## config.mk

```make
export PLATFORM = sky130hd
export DESIGN_NAME = ram_port_arbiter
export DESIGN_NICKNAME = d
export VERILOG_FILES = /design/src/rtl/ram_port_arbiter.sv
export SDC_FILE = /design/constraint.sdc
export NUM_CORES = 1
export LEC_CHECK = 0
export ABC_AREA = 0
export CAP_MARGIN = 20
export CORE_AREA = 2 2 110 112
export DETAILED_ROUTE_END_ITERATION = 8
export DIE_AREA = 0 0 112 114
export MAX_ROUTING_LAYER = met4
export PLACE_DENSITY = 0.79
export SYNTH_ARGS = -nofsm -noshare
export SYNTH_HDL_FRONTEND = slang
export SYNTH_SLANG_ARGS = --single-unit
```

## constraint.sdc

```tcl
create_clock -name clk -period 3.2 [get_ports clk]
set_input_delay 0.8 -clock clk [delete_from_list [all_inputs] [get_ports clk]]
set_output_delay 0.8 -clock clk [all_outputs]
set_load 0.05 [all_outputs]
```

## src/rtl/ram_port_arbiter.sv

```systemverilog
// Two-requester arbiter in front of a single-port-pair word RAM.
// Each access takes the IDLE -> ISSUE -> [MERGE] -> RESP path. A partial write
// is a read-modify-write: the word is read in ISSUE and written back merged in MERGE.
//
//  state | meaning
//  ------+------------------------------------------------------------
//  IDLE  | wait for a valid, pick a requester round-robin, latch its request
//  ISSUE | full write: ram_wen; read or partial write: ram_ren
//  MERGE | partial write: write back the old word with the enabled bytes replaced
//  RESP  | one-cycle ready to the granted requester, read data forwarded
module ram_port_arbiter #(
   parameter int ADDR_WIDTH = 8
) (
   input  logic                  clk,
   input  logic                  resetn,
   input  logic                  m0_valid,
   input  logic [31:0]           m0_addr,
   input  logic [31:0]           m0_wdata,
   input  logic [3:0]            m0_wstrb,
   output logic                  m0_ready,
   output logic [31:0]           m0_rdata,
   input  logic                  m1_valid,
   input  logic [31:0]           m1_addr,
   input  logic [31:0]           m1_wdata,
   input  logic [3:0]            m1_wstrb,
   output logic                  m1_ready,
   output logic [31:0]           m1_rdata,
   output logic                  ram_wen,
   output logic                  ram_ren,
   output logic [ADDR_WIDTH-1:0] ram_waddr,
   output logic [ADDR_WIDTH-1:0] ram_raddr,
   output logic [31:0]           ram_wdata,
   input  logic [31:0]           ram_rdata
);

   localparam logic [1:0] S_IDLE  = 2'd0;
   localparam logic [1:0] S_ISSUE = 2'd1;
   localparam logic [1:0] S_MERGE = 2'd2;
   localparam logic [1:0] S_RESP  = 2'd3;

   logic [1:0]            state_q, state_d;
   // Last-granted requester (1 = m1). It also identifies the requester that
   // owns the transaction in flight, because it changes only on a grant.
   logic                  last_q, last_d;
   logic [ADDR_WIDTH-1:0] addr_q, addr_d;
   logic [31:0]           wdata_q, wdata_d;
   logic [3:0]            wstrb_q, wstrb_d;

   logic                  gnt;
   logic                  full_wr;
   logic                  rd_resp;
   logic [31:0]           merged;

   // Only the word-address bits of the byte address reach the RAM.
   logic                  unused_addr_bits;
   assign unused_addr_bits = ^{m0_addr[31:ADDR_WIDTH+2], m0_addr[1:0],
                               m1_addr[31:ADDR_WIDTH+2], m1_addr[1:0]};

   // Next-state and request-latch logic.
   always_comb begin
      state_d = state_q;
      last_d  = last_q;
      addr_d  = addr_q;
      wdata_d = wdata_q;
      wstrb_d = wstrb_q;
      gnt     = 1'b0;
      case (state_q)
         S_IDLE: begin
            if (m0_valid || m1_valid) begin
               // With both requesting, serve the one not granted last time.
               gnt     = (m0_valid && m1_valid) ? ~last_q : m1_valid;
               last_d  = gnt;
               addr_d  = gnt ? m1_addr[ADDR_WIDTH+1:2] : m0_addr[ADDR_WIDTH+1:2];
               wdata_d = gnt ? m1_wdata : m0_wdata;
               wstrb_d = gnt ? m1_wstrb : m0_wstrb;
               state_d = S_ISSUE;
            end
         end
         S_ISSUE: begin
            if (wstrb_q == 4'hF || wstrb_q == 4'h0) state_d = S_RESP;
            else                                     state_d = S_MERGE;
         end
         S_MERGE: state_d = S_RESP;
         S_RESP:  state_d = S_IDLE;
         default: state_d = S_IDLE;
      endcase
   end

   // State and latched request registers.
   always_ff @(posedge clk or negedge resetn) begin
      if (!resetn) begin
         state_q <= S_IDLE;
         last_q  <= 1'b1;
         addr_q  <= '0;
         wdata_q <= '0;
         wstrb_q <= '0;
      end else begin
         state_q <= state_d;
         last_q  <= last_d;
         addr_q  <= addr_d;
         wdata_q <= wdata_d;
         wstrb_q <= wstrb_d;
      end
   end

   // Byte merge of the latched write data over the word read back in ISSUE.
   always_comb begin
      merged = ram_rdata;
      for (int i = 0; i < 4; i++) begin
         if (wstrb_q[i]) merged[8*i +: 8] = wdata_q[8*i +: 8];
      end
   end

   // RAM and requester outputs decoded from state; all quiet in IDLE and reset.
   always_comb begin
      full_wr   = (wstrb_q == 4'hF);
      rd_resp   = (state_q == S_RESP) && (wstrb_q == 4'h0);
      ram_wen   = ((state_q == S_ISSUE) && full_wr) || (state_q == S_MERGE);
      ram_ren   = (state_q == S_ISSUE) && !full_wr;
      ram_waddr = addr_q;
      ram_raddr = addr_q;
      ram_wdata = (state_q == S_MERGE) ? merged : wdata_q;
      m0_ready  = (state_q == S_RESP) && !last_q;
      m1_ready  = (state_q == S_RESP) && last_q;
      m0_rdata  = (rd_resp && !last_q) ? ram_rdata : 32'h0;
      m1_rdata  = (rd_resp && last_q)  ? ram_rdata : 32'h0;
   end

endmodule

```

==> impl_metrics.py, run 1 <==
metrics = {
    "synth": {
        "synth_top_cells_by_count": "and2_1, dfrtp_1, nand2_1, mux2i_1, o21ai_1",
        "yosysMostFrequentCell": "and2_1",
        "synth_top_flop_cell": "dfrtp_1",
        "async_flop_share": 1.00,
        "synth-compound-area-share": 0.0825,
        "yosysUniqueCellTypes": 30,
        "yosys-top-cells-area": "dfrtp_1, mux2i_1, and2_1",
        "synthAdderAreaFrac": 0.0193,
        "yosysWarnings": 0,
        "synth_edf_count": 0,
        "synth_top_family_by_area": "multiplexers",
        "syn_inst": 337,
        "yosysTopAreaCell": "dfrtp_1",
        "syn_area_sq_um": 3250,
        "syn_nets": 514,
        "synthXorXnorAreaFrac": 0,
        "ys_ff_latch": 47,
        "synthDominantCellAreaShare": 0.355,
        "synth-simple-area-share": 0.210,
        "syn_avg_cell_area_sq_um": 9.63,
        "ys_seq_area_frac": 0.363,
        "muxShareOfSynthArea": 0.250,
    },
    "cts": {
        "cts_sinks": 47,
        "clk_path_buf_depth": 2,
        "cts-root-buf": "clkbuf_16",
        "insertion_delay_ps": 280,
        "cts_tree": "done",
        "cts_buffers": 5,
        "cts.repair.resized": 0,
        "postCtsSetupBuffers": 0,
        "cts_hold_buf": 0,
        "clkTransAtPathRegs_ps": 60,
        "htree_num_levels": 2,
    },
    "finish": {
        "nNetsFinal": 736,
        "multi_input_area_sq_um": 1840,
        "drive_gt1_frac": 0.270,
        "finalCoreUtilization": 0.513,
        "fill_cells": 1059,
        "regArea_sq_um": 1180,
        "insertedDiodeCount": 0,
        "area_growth_pct": 84.9,
    },
    "setup_path": {
        "r2r_cells": 4,
        "crit_fanout": 5,
        "startpoint_type": "register",
        "slowest_stage": "clkdlybuf4s50_1",
        "max_stage_delay_ps": 820,
        "arrival_ps": 2100,
        "cp-end-kind": "output pin",
        "required_ps": 2400,
        "crit_path_cell_trace": "inv_1 -> ha_1 -> nand2b_1 -> clkdlybuf4s50_1",
        "critical_path_class": "reg -> out",
    },
    "floorplan": {
        "start_util": 0.277,
        "ios": 288,
        "rows": 40,
        "die_area_sq_um": 12800,
        "die_y_um": 114,
        "die_x_um": 112,
        "core_sq_um": 11700,
    },
    "placed_design": {
        "place_ws_ps": 596,
        "gp_congestion": 0.813,
        "numPortBuffers": 239,
        "dpl.hpwl_um": 8830,
    },
    "grt": {
        "grt_pass1_wl_um": 17000,
        "grt_pass1_vias": 3333,
        "antenna_found_initial": 0,
        "globalRouteOverflowTotal": 0,
        "grtUsageTotal": 0.171,
        "grt_max_degree": 37,
    },
    "min_path": {
        "hp-class": "reg -> reg",
        "whs_path_depth": 2,
    },
    "routing": {
        "ant_nets": 0,
        "num_vias": 3190,
        "route.detailed.drc": 0,
        "routed_wl_um": 10700,
        "wl_per_cell_um": 15.2,
        "drtIter0Drc": 64,
        "viasPerCell": 4.51,
        "dr.pass1.iters": 4,
    },
    "timing": {
        "skew_ps": 5.81,
        "fin_crit_sh": 0.907,
        "rsz0062_at_grt": "no",
        "layout_setup_ws_ps": 298,
        "final.setup.tns_ps": 0,
        "worst_slew_pin_slew_ps": 829,
        "max-slew-margin-rel": 0.447,
        "hold_viol": 0,
        "post-route-min-period_ps": 2900,
        "setup_viol": 0,
        "max_freq_ghz": 0.345,
        "slew_viol_final": 0,
    },
    "power_and_ir_drop": {
        "ir_drop_mv": 0.490,
        "powerDensity_nw_per_um2": 896,
        "p_leak_uw": 0.00268,
    },
    "flow_run": {
        "drv_cap": 0,
    },
    "outcome": {
        "status": "finished clean",
    },
}
[report_power, final]
part / total, uW / leakage, uW / switching (uW) / internal (uW)
Sequential: 1090 / 0.000578 / 200 / 893
Clock: 496 / 0.0000733 / 211 / 285
Combinational: 3790 / 0.00203 / 2400 / 1390
Total: 5380 / 0.00268 / 2810 / 2560
[area by class of cell]
class / instances / share of cell area
multi-input cells: 256 / 0.306
repair buffers: 247 / 0.443
clock buffers: 5 / 0.0208
inverters: 2 / 0.00125
clock inverters: 3 / 0.00250
flip-flops and latches: 47 / 0.196
well taps: 147 / 0.0306
[worst max-delay path, delay by kind of cell, from the launching register on]
kind | cells | cell delay, ps
flip-flops | 1 | 410
buffers and inverters | 2 | 970
adder cells (fa/ha/maj) | 1 | 280
AND/OR/NAND/NOR | 1 | 160
[state kept, by name, summed over array words and instances, names as in the netlist]
name       flops
ram_raddr      8
last_q         1
wdata_q       32
state_q        2
wstrb_q        4
[worst paths after layout]
check                      slack [ps]  startpoint           end
setup / recovery                  300  state_q[0]       ram_wen
hold / removal                    480  wdata_q[5]    wdata_q[5]
setup reg to reg                 1510  state_q[0]    state_q[1]
hold reg to reg                   480  wdata_q[5]    wdata_q[5]
max in group asynchronous        1900      resetn    wdata_q[9]
min in group asynchronous         620      resetn  ram_raddr[5]
[cell families (layout without fill, tap and decap cells)]
group | after synthesis | count (layout)
DFF | 47 | 47
and+or+nand+nor | 124 | 124
adders and majority gates | 5 | 5
muxes | 77 | 77
buffers and inverters | 34 | 257
AOI/OAI and AO/OA | 50 | 50
[per-stage QoR]
step | hold slack [ps] | cells | instance area [sq um] | power [uW]
floorplan | 444 | 337 | 3250 | 3750
global placement | 464 | 699 | 5860 | 4860
detailed placement | 473 | 699 | 5860 | 4930
CTS | 486 | 707 | 6000 | 5450
global route | 507 | 707 | 6000 | 5690
finish | 477 | 707 | 6000 | 5380
[routing by layer]
layer,global-route usage,part of all wire
met5,-,0
met4,0.0358,0.015
met3,0.0298,0.059
met2,0.320,0.54
met1,0.191,0.39
[cells in the final DEF (no fill, tap or decap), drive strengths merged]
cell | synthesis | layout
and4bb | 1 | 1
mux2i | 44 | 44
nand2 | 45 | 45
ha | 5 | 5
dfrtp | 46 | 46
nor3 | 2 | 2
mux2 | 33 | 33
clkbuf | 6 | 5
buf | 26 | 105
nor2b | 2 | 2
a21oi | 1 | 1
and2 | 65 | 65
a31oi | 1 | 1
nand2b | 5 | 5
and4 | 1 | 1
clkinv | 0 | 3
nor3b | 1 | 1
dfstp | 1 | 1
nand3b | 1 | 1
inv | 2 | 2
o21bai | 1 | 1
a21boi | 1 | 1
a32oi | 1 | 1
and4b | 1 | 1
o21ai | 45 | 45
clkdlybuf4s50 | 0 | 142
Power figures use the tool's default switching activity.
==> run 2: changes to the inputs <==
Settings changed: ABC_CLOCK_PERIOD_IN_PS from default to 3200, GPL_TIMING_DRIVEN from default to 1.
==> results of run 2 <==
No change in the layout: final DEF, timing and power equal those of run 1.
